[config.mk]
export PLATFORM = sky130hd
export DESIGN_NAME = irrig_scheduler_flat
export DESIGN_NICKNAME = d
export VERILOG_FILES = /design/src/rtl/irrig_scheduler_if.sv /design/src/rtl/irrig_scheduler.sv /design/src/flat_wrapper.sv
export SDC_FILE = /design/constraint.sdc
export NUM_CORES = 1
export LEC_CHECK = 0
export CAP_MARGIN = 15
export CORE_MARGIN = 1
export CORE_UTILIZATION = 64
export DETAILED_ROUTE_END_ITERATION = 8
export GPL_ROUTABILITY_DRIVEN = 0
export PLACE_DENSITY_LB_ADDON = 0.3
export SLEW_MARGIN = 5
export SYNTH_ARGS = -nofsm -noshare
export SYNTH_HDL_FRONTEND = slang
export SYNTH_SLANG_ARGS = --single-unit
[constraint.sdc]
create_clock -name clk -period 4.7 [get_ports clk]
set_input_delay 0.94 -clock clk [delete_from_list [all_inputs] [get_ports clk]]
set_output_delay 0.94 -clock clk [all_outputs]
set_load 0.005 [all_outputs]
[src/rtl/irrig_scheduler_if.sv]
// irrig_scheduler_if: raw field sensors and fertilize request in,
// irrigation command and fault levels out.
interface irrig_scheduler_if;
   logic [1:0] Us;
   logic       Ta;
   logic       Nv1;
   logic       Nv0;
   logic       Adub_req;
   logic       Asp;
   logic       Got;
   logic       Adub;
   logic       Falha;

   modport master (
      output Us, Ta, Nv1, Nv0, Adub_req,
      input  Asp, Got, Adub, Falha
   );

   modport slave (
      input  Us, Ta, Nv1, Nv0, Adub_req,
      output Asp, Got, Adub, Falha
   );
endinterface

[src/rtl/irrig_scheduler.sv]
// irrig_scheduler: debounces field sensors and decides between
// sprinkler and drip runs, with run/cool-down timers and fault lockout.
module irrig_scheduler #(
   parameter int DEB_CYC   = 8,
   parameter int MAX_IRR   = 1000,
   parameter int PAUSE_CYC = 200,
   parameter int CNT_W     = 16
) (
   input  logic              clk,
   input  logic              reset,
   irrig_scheduler_if.slave  bus
);

   localparam int DW = $clog2(DEB_CYC + 1);

   typedef struct packed {
      logic [1:0]    filt;
      logic [1:0]    cand;
      logic [DW-1:0] cnt;
   } deb_t;

   typedef enum logic [2:0] {
      S_IDLE,
      S_ASP,
      S_GOT,
      S_PAUSA,
      S_FALHA
   } state_t;

   // Channel 0 is Us; 1..3 are Ta, Nv1, Nv0 padded to 2 bits.
   logic [1:0] raw   [4];
   deb_t       deb_q [4];
   deb_t       deb_d [4];

   state_t           state_q, state_d;
   logic [CNT_W-1:0] timer_q, timer_d;
   logic             adub_pend_q, adub_pend_d;
   logic             adub_q, adub_d;
   logic             asp_q, asp_d;
   logic             got_q, got_d;
   logic             falha_q, falha_d;

   logic [1:0] us_f;
   logic       ta_f;
   logic       empty;
   logic       fault;
   logic       run_end;
   logic       pause_end;
   logic       start;

   // A candidate must repeat DEB_CYC samples in a row to replace
   // the filtered value; any other sample restarts the count.
   function automatic deb_t deb_step(deb_t cur, logic [1:0] smp);
      deb_t nxt;
      nxt = cur;
      if (smp == cur.filt) begin
         nxt.cnt = '0;
      end else if (cur.cnt != '0 && smp == cur.cand) begin
         if (cur.cnt >= DW'(DEB_CYC - 1)) begin
            nxt.filt = smp;
            nxt.cnt  = '0;
         end else begin
            nxt.cnt = cur.cnt + DW'(1);
         end
      end else begin
         nxt.cand = smp;
         if (DEB_CYC <= 1) begin
            nxt.filt = smp;
            nxt.cnt  = '0;
         end else begin
            nxt.cnt = DW'(1);
         end
      end
      return nxt;
   endfunction

   // Debounce next-state for every sensor channel.
   always_comb begin
      raw[0] = bus.Us;
      raw[1] = {1'b0, bus.Ta};
      raw[2] = {1'b0, bus.Nv1};
      raw[3] = {1'b0, bus.Nv0};
      for (int i = 0; i < 4; i++) begin
         deb_d[i] = deb_step(deb_q[i], raw[i]);
      end
   end

   // Debounce registers; tank levels reset to full, others to zero.
   always_ff @(posedge clk or negedge reset) begin
      if (!reset) begin
         for (int i = 0; i < 4; i++) begin
            deb_q[i] <= deb_t'{
               filt: (i >= 2) ? 2'b01 : 2'b00,
               cand: (i >= 2) ? 2'b01 : 2'b00,
               cnt:  '0
            };
         end
      end else begin
         for (int i = 0; i < 4; i++) begin
            deb_q[i] <= deb_d[i];
         end
      end
   end

   // Filtered conditions that drive every decision.
   always_comb begin
      us_f      = deb_q[0].filt;
      ta_f      = deb_q[1].filt != 2'b00;
      empty     = deb_q[2].filt == 2'b00 &&
                  deb_q[3].filt == 2'b00;
      fault     = us_f == 2'b11;
      run_end   = timer_q == CNT_W'(MAX_IRR - 1);
      pause_end = timer_q == CNT_W'(PAUSE_CYC - 1);
   end

   // Next state, timer, fertilize bookkeeping and output decode.
   always_comb begin
      state_d = state_q;
      unique case (state_q)
         S_IDLE: begin
            if (fault) begin
               state_d = S_FALHA;
            end else if (us_f == 2'b10 && !empty) begin
               state_d = ta_f ? S_GOT : S_ASP;
            end
         end
         S_ASP, S_GOT: begin
            if (fault) begin
               state_d = S_FALHA;
            end else if (us_f == 2'b00 || empty || run_end) begin
               state_d = S_PAUSA;
            end
         end
         S_PAUSA: begin
            if (fault) begin
               state_d = S_FALHA;
            end else if (pause_end) begin
               state_d = S_IDLE;
            end
         end
         S_FALHA: begin
            if (!fault && pause_end) begin
               state_d = S_IDLE;
            end
         end
         default: state_d = S_IDLE;
      endcase

      // In lockout the timer counts only clean (non-fault) cycles.
      timer_d = timer_q;
      if (state_d != state_q) begin
         timer_d = '0;
      end else if (state_q == S_FALHA && fault) begin
         timer_d = '0;
      end else if (!(&timer_q)) begin
         timer_d = timer_q + CNT_W'(1);
      end

      start = state_q == S_IDLE &&
              (state_d == S_ASP || state_d == S_GOT);

      adub_pend_d = (adub_pend_q & ~start) | bus.Adub_req;

      adub_d = adub_q;
      if (start) begin
         adub_d = adub_pend_q | bus.Adub_req;
      end else if (state_d != state_q &&
                   (state_d == S_PAUSA || state_d == S_FALHA)) begin
         adub_d = 1'b0;
      end

      asp_d   = state_d == S_ASP;
      got_d   = state_d == S_GOT;
      falha_d = state_d == S_FALHA;
   end

   // State, timer and registered outputs.
   always_ff @(posedge clk or negedge reset) begin
      if (!reset) begin
         state_q     <= S_IDLE;
         timer_q     <= '0;
         adub_pend_q <= 1'b0;
         adub_q      <= 1'b0;
         asp_q       <= 1'b0;
         got_q       <= 1'b0;
         falha_q     <= 1'b0;
      end else begin
         state_q     <= state_d;
         timer_q     <= timer_d;
         adub_pend_q <= adub_pend_d;
         adub_q      <= adub_d;
         asp_q       <= asp_d;
         got_q       <= got_d;
         falha_q     <= falha_d;
      end
   end

   assign bus.Asp   = asp_q;
   assign bus.Got   = got_q;
   assign bus.Adub  = adub_q;
   assign bus.Falha = falha_q;

endmodule
[src/flat_wrapper.sv]
// flat-port wrapper written by rule: the top's interface ports become plain ports
module irrig_scheduler_flat 
#(
   parameter int DEB_CYC   = 8,
   parameter int MAX_IRR   = 1000,
   parameter int PAUSE_CYC = 200,
   parameter int CNT_W     = 16
)
  (clk, reset, bus_Us, bus_Ta, bus_Nv1, bus_Nv0, bus_Adub_req, bus_Asp, bus_Got, bus_Adub, bus_Falha);
  irrig_scheduler_if bus_i ();
  input  logic clk;
  input  logic reset;
  input wire logic [$bits(bus_i.Us)-1:0] bus_Us;
  input wire logic [$bits(bus_i.Ta)-1:0] bus_Ta;
  input wire logic [$bits(bus_i.Nv1)-1:0] bus_Nv1;
  input wire logic [$bits(bus_i.Nv0)-1:0] bus_Nv0;
  input wire logic [$bits(bus_i.Adub_req)-1:0] bus_Adub_req;
  output wire logic [$bits(bus_i.Asp)-1:0] bus_Asp;
  output wire logic [$bits(bus_i.Got)-1:0] bus_Got;
  output wire logic [$bits(bus_i.Adub)-1:0] bus_Adub;
  output wire logic [$bits(bus_i.Falha)-1:0] bus_Falha;
  assign bus_i.Us = bus_Us;
  assign bus_i.Ta = bus_Ta;
  assign bus_i.Nv1 = bus_Nv1;
  assign bus_i.Nv0 = bus_Nv0;
  assign bus_i.Adub_req = bus_Adub_req;
  assign bus_Asp = bus_i.Asp;
  assign bus_Got = bus_i.Got;
  assign bus_Adub = bus_i.Adub;
  assign bus_Falha = bus_i.Falha;
  irrig_scheduler #(.DEB_CYC(DEB_CYC), .MAX_IRR(MAX_IRR), .PAUSE_CYC(PAUSE_CYC), .CNT_W(CNT_W)) u_core (.clk(clk), .reset(reset), .bus(bus_i));
endmodule
==> results.md, run 1 <==
- Status: complete, no violations
- Pwr/cell area: approximately 380 nW/um2
- # IOs: 12
- Fill cells: 281
- Total gr overflow: 0
- Area grow syn2layout: 10.30%
- Synth Area per Inst: between 9 and 10 um2
- Fin crit period: ~2.5 ns
- FMAX: just over 0.4 GHz
- Post_cts resized: 0
- Synthesis-stage register bit count: 50
- Max_slew headroom: a little over half
- GRT Overall Usage: ~24%
- Routed Antenna Nets: 0
- Post-Route WL: 4546 um
- Largest net degree at the start of global routing: roughly 50
- Skew final: 0.006156 ns
- Crit path cell chain: clkdlybuf4s50_1 -> xor2_1 -> nor2_1 -> or4_1 -> nor4_1
- Antenna violations before repair: 0
- Setup CP Type: in2reg
- Worst path buffer plus inverter count: 1
- Power Total: around 1100 uW
- Slew @ Worst Pin: slightly below 0.7 ns
- DRC violations left: 0
- Post-CTS setup buffer count: 0
- Fin util: around three quarters
- Switch Pwr: around 350 uW
- MaxCap Viol Count: 0
- Die W: between 60 and 70 um
- Combinational group share of total power: about a quarter
- Seq/Total Area, Yosys: 47.65%
- VDD IR max: ~0.22 mV
- P_leak: roughly 0.0013 uW
- Most common flop cell mapped by yosys: dfrtp_1
- Gate Count Post-Synth: between 200 and 300
- Asr flop ratio synth: 100.0%
- Syn Nets: around 290
- CTS Hold Bufs: 0
- Clk_lat worst skew: a little under 0.3 ns
- Reg power frac: 48.0%
- First-pass GRT wire length: ~8000 um
- CTS tree: built
- Setup TNS Final: 0 ns
- Port Buffers: 11
- RSZ-0062 raised after global routing: no
- Yosys warns: 0
- Setup violators final: 0
- Core region area: around 3800 um2
- Slew Viols, Final: 0
- Final net count: a little over 300
- Avg WL per Cell: around 14 um
- Pre-Repair DR Iteration Count: 4
- Num CTS Buffers: 5
- Number of H-tree levels: 2
- Cell family contributing the most delay on the critical path: simple AND/OR/NAND/NOR gates
- Setup slack after layout: between 2 and 2.5 ns
- Data required, critical path: slightly below 5 ns
- Flop2flop setup slack: ~2.4 ns
- CP max stage delay: approximately 0.58 ns
- Share of post-route cells with drive strength above 1: 9.441%
- Netlist cell types: 48
- Final hold slack: ~0.49 ns
- Initial Util: 69.40%
- Critical Path End Type: flop
- Antenna Cells: 0
- Clock Sinks: 50
- Max Fanout on Critical Path: 5
- Worst-path clk slew: ~0.090 ns
- Crit path DAT: about 2.6 ns
- Die area: approximately 4400 um2
- Sw frac: 31.16%
- Final period util: approximately 52%
- DIE HEIGHT: about 66 um
- Number of vias per cell: 5.769
- Final Hold Vio Count: 0
- Place WS: roughly 1.9 ns
- Worst Setup Start Kind: input port
- CTS max path bufs: 2
- Initial detailed-routing violation count: slightly above 70
- Internal power: 764.6 uW
- Vias: about 1900
- Mapped Area: between 2000 and 3000 um2
- Clock share of power: a little over a quarter
- Post-DP HPWL: 3180 um
- Number of synthesized flops with an enable pin: 0
- Tightest Hold Check Type: reg2reg
- Site row count: 22
- Vias in the first global route: about 1900
- Root buffer cell: clkbuf_8
- Crit path max-delay cell type: or4_1
## power groups by stage
stage / clock [uW] / sequential [uW] / combinational, uW
floorplan: 0 / 518 / 231
global placement: 0 / 535 / 278
detailed placement: 0 / 537 / 286
CTS: 299 / 531 / 288
global route: 315 / 539 / 329
finish: 289 / 533 / 288
## layer usage
layer / global-route usage (%) / share of wire [%]
met3: 5.172 / 3.3
met4: 7.979 / 1.1
met5: 0 / 0
met1: 31.51 / 49
met2: 40.56 / 46
## stage by stage
stage	cells	instance area [um2]
2_1_floorplan	270	2636
5_1_grt	334	2908
6_report	334	2908
4_1_cts	333	2888
3_5_place_dp	325	2779
3_3_place_gp	325	2779
## logic make-up after synthesis
kind of cell / Yosys count / synth area share (%)
compound gates: 42 / 11.30
xor+xnor: 22 / 7.309
fa+ha+maj: 9 / 4.272
buf+inv: 16 / 2.563
flops: 50 / 47.65
mux: 6 / 2.515
simple gates: 125 / 24.40
## flip-flops by register name, summed over array words and instances, names as in the netlist, 2 cells and up
name and cells:
u_core.state_q 3, u_core.us_f 2, u_core.timer_q 16, u_core.deb_q 24
## cells in the mapped netlist, types with 2 or more instances
| library cell | n | area, um2 |
|---|---|---|
| clkbuf_1 | 3 | 11.26 |
| inv_1 | 12 | 45.04 |
| nor3_1 | 11 | 55.05 |
| dfrtp_1 | 46 | 1151 |
| a211oi_1 | 2 | 15.01 |
| and4b_1 | 2 | 20.02 |
| a2111oi_0 | 2 | 17.52 |
| a21o_1 | 5 | 37.54 |
| ha_1 | 9 | 112.6 |
| a21oi_1 | 11 | 55.05 |
| o21ai_0 | 7 | 35.03 |
| o21a_1 | 5 | 37.54 |
| and2_1 | 6 | 37.54 |
| xor2_1 | 10 | 87.58 |
| mux2_2 | 5 | 56.30 |
| dfstp_2 | 4 | 105.1 |
| nand2b_1 | 2 | 12.51 |
| nor2_1 | 44 | 165.2 |
| nor4b_1 | 2 | 17.52 |
| nor2b_1 | 3 | 18.77 |
| nand2_1 | 20 | 75.07 |
| nand3_1 | 13 | 65.06 |
| and3_1 | 4 | 25.02 |
| nand4_1 | 3 | 18.77 |
| and4_1 | 3 | 26.28 |
| nor4_1 | 3 | 18.77 |
| xnor2_1 | 12 | 105.1 |
## area by class of cell
type	count	area (um2)	area share (%)
sequential	50	1256	43.20
clock buffer	5	68.82	2.367
timing repair buffer	12	125.1	4.303
tap	48	60.06	2.065
clock inverter	3	40.04	1.377
inverter	12	45.04	1.549
multi-input combinational	204	1313	45.14
## layout by cell type, fill, tap and decap left out, types with 3 or more instances in the layout
cell type        count
and4_1               3
o21a_1               5
inv_1               12
nand3_1             13
dfrtp_1             46
xnor2_1             12
mux2_2               5
nor3_1              11
nand4_1              3
a21oi_1             11
nor2_1              44
nand2_1             20
xor2_1              10
a21o_1               5
nor2b_1              3
dfstp_2              4
clkdlybuf4s50_1     10
and2_1               6
and3_1               4
nor4_1               3
clkbuf_8             5
ha_1                 9
o21ai_0              7
## worst paths after layout
check                           cells after the start            endpoint          startpoint
worst max-delay path                                5    u_core.deb_q[27]           bus_Us[0]
worst min-delay path                                1  u_core.adub_pend_q  u_core.adub_pend_q
worst max register to register                      7  u_core.timer_q[14]   u_core.timer_q[0]
worst min register to register                      1  u_core.adub_pend_q  u_core.adub_pend_q
max in group asynchronous                           2    u_core.deb_q[14]               reset
min in group asynchronous                           1     u_core.deb_q[0]               reset
Power figures use the tool's default switching activity.
==> run 2, diff against run 1 <==
--- a/config.mk
+++ b/config.mk
@@ -7,7 +7,7 @@
 export LEC_CHECK = 0
 export CAP_MARGIN = 15
 export CORE_MARGIN = 1
-export CORE_UTILIZATION = 64
+export CORE_UTILIZATION = 60
 export DETAILED_ROUTE_END_ITERATION = 8
 export GPL_ROUTABILITY_DRIVEN = 0
 export PLACE_DENSITY_LB_ADDON = 0.3
==> constraint.sdc (replaced) <==
create_clock -name clk -period 2.55 [get_ports clk]
set_input_delay 0.51 -clock clk [delete_from_list [all_inputs] [get_ports clk]]
set_output_delay 0.51 -clock clk [all_outputs]
set_load 0.005 [all_outputs]
==> results.md, run 2 (synthesized netlist as in run 1, its figures left out) <==
- Skew final: 0.007205 ns
- RSZ-0062 raised after global routing: no
- Tightest Hold Check Type: in2async
- Busiest grt layer: met2
- Largest regs: u_core.deb_q x24, u_core.timer_q x16, u_core.state_q x3
- Post-DP HPWL: ~3300 um
- Core region area: between 4000 and 5000 um2
- Antenna violations before repair: 0
- Sw frac: 32.44%
- Met2 usage: between 30% and 40%
- VDD IR max: around 0.40 mV
- Critical Path End Type: flop
- Share of post-route cells with drive strength above 1: approximately a tenth
- Max reg flops: 24
- Commonest non-fill, non-tap cell in the layout: dfrtp_1
- Site row count: 23
- Initial Util: roughly 64%
- GR Util met3: around 6.0%
- Slew Viols, Final: 0
- Area grow syn2layout: 9.825%
- Vias: 1926
- Switch Pwr: between 600 and 700 uW
- CTS Hold Bufs: 0
- Number of vias per cell: approximately 5.7
- Number of H-tree levels: 2
- DIE HEIGHT: between 60 and 70 um
- Clk_lat worst skew: roughly 0.30 ns
- Status: complete, no violations
- Max_slew headroom: just under 50%
- Antenna Cells: 0
- Vias in the first global route: around 1900
- Initial detailed-routing violation count: about 110
- Reg power frac: approximately 50%
- Clock Sinks: 50
- Num CTS Buffers: 5
- First-pass GRT wire length: 7893 um
- Worst-path clk slew: approximately 0.090 ns
- CTS tree: built
- Final period util: between 80% and 90%
- Setup TNS Final: 0 ns
- Routed Antenna Nets: 0
- Fin util: 70.36%
- Post-Route WL: ~4500 um
- Biggest register: u_core.deb_q
- Avg WL per Cell: about 13 um
- Setup CP Type: reg2reg
- Met1 GRT Util: ~29%
- Data required, critical path: around 2.8 ns
- Port Buffers: 11
- P_leak: 0.001293 uW
- Worst Setup Start Kind: flop
- Slew @ Worst Pin: 0.7580 ns
- Final Hold Vio Count: 0
- Fin crit period: 2.220 ns
- # IOs: 12
- Pre-Repair DR Iteration Count: 4
- Internal power: between 1000 and 1500 uW
- MaxCap Viol Count: 0
- CTS max path bufs: 2
- GRT Overall Usage: a little under a quarter
- Final net count: slightly above 300
- Fill cells: 320
- Crit path cell chain: ha_1 -> and3_1 -> and4_4 -> o311a_4 -> o22ai_2 -> nand4_4 -> nor3_1
- FMAX: 0.4504 GHz
- Setup violators final: 0
- Root buffer cell: clkbuf_8
- Pwr/cell area: 672.5 nW/um2
- Die W: about 70 um
- Die area: 4663 um2
- CP max stage delay: around 0.43 ns
- Crit path max-delay cell type: dfrtp_1
- Max Fanout on Critical Path: 16
- Combinational group share of total power: between 20 and 30%
- Post_cts resized: 0
- Post-CTS setup buffer count: 0
- Total gr overflow: 0
- DRC violations left: 0
- Largest net degree at the start of global routing: 51
- Most frequent cells in the layout: 46 x dfrtp_1, 44 x nor2_1, 20 x nand2_1
- Crit path DAT: about 2.4 ns
- Clock share of power: 22.6%
==> run 2: cell count changes in the layout (fill, tap and decap cells not counted), sizes merged <==
cell    before  now
buf          2    3
bufinv       1    0
clkbuf       5    6
==> run 2: worst paths after layout <==
kind	startpoint	endpoint	slack [ns]	cells after the start
min reg2reg	u_core.adub_pend_q	u_core.adub_pend_q	0.49	1
min in group clk	u_core.adub_pend_q	u_core.adub_pend_q	0.49	1
min	reset	u_core.deb_q[0]	0.18	2
max	u_core.timer_q[0]	u_core.timer_q[14]	0.33	7
max reg2reg	u_core.timer_q[0]	u_core.timer_q[14]	0.33	7
max in group asynchronous	reset	u_core.deb_q[12]	2.08	2
==> run 2: critical path: cells and delay by family, from the launching register on <==
kind                     cells  cell delay, ns
AO/OA/AOI/OAI                2            0.60
adder cells (fa/ha/maj)      1            0.26
AND/OR/NAND/NOR              4            0.85
flip-flops                   1            0.43
==> run 2: final cells by class <==
type | count | area (um2) | area share (%)
clock buffer | 6 | 72.57 | 2.506
clock inverter | 2 | 13.76 | 0.4754
inverter | 12 | 45.04 | 1.556
multi-input combinational | 204 | 1313 | 45.33
sequential | 50 | 1256 | 43.39
tap | 50 | 62.56 | 2.161
timing repair buffer | 13 | 132.6 | 4.581
==> run 2: power groups by stage <==
| stage | clock network [uW] | registers (uW) | logic, uW |
|---|---|---|---|
| floorplan | 0 | 954 | 425 |
| global placement | 0 | 989 | 516 |
| detailed placement | 0 | 994 | 532 |
| CTS | 461 | 979 | 534 |
| global route | 490 | 997 | 594 |
| finish | 439 | 981 | 526 |
==> run 2: stage by stage <==
stage | hold slack (ns) | instance area (um2) | std cells | power (uW) | setup slack, ns
floorplan | 0.2144 | 2636 | 270 | 1379 | 0.5324
detailed placement | 0.4704 | 2809 | 329 | 1525 | 0.2391
global placement | 0.4589 | 2809 | 329 | 1504 | 0.3687
finish | 0.1752 | 2895 | 337 | 1947 | 0.3299
global route | 0.2008 | 2895 | 337 | 2081 | 0.2462
CTS | 0.1878 | 2895 | 337 | 1975 | 0.3180
==> run 2: routing by layer <==
layer | vias up | share of wire (%)
li1 | 971 | -
met1 | 921 | 47
met2 | 28 | 48
met3 | 6 | 3.3
met4 | 0 | 1.8
met5 | - | 0
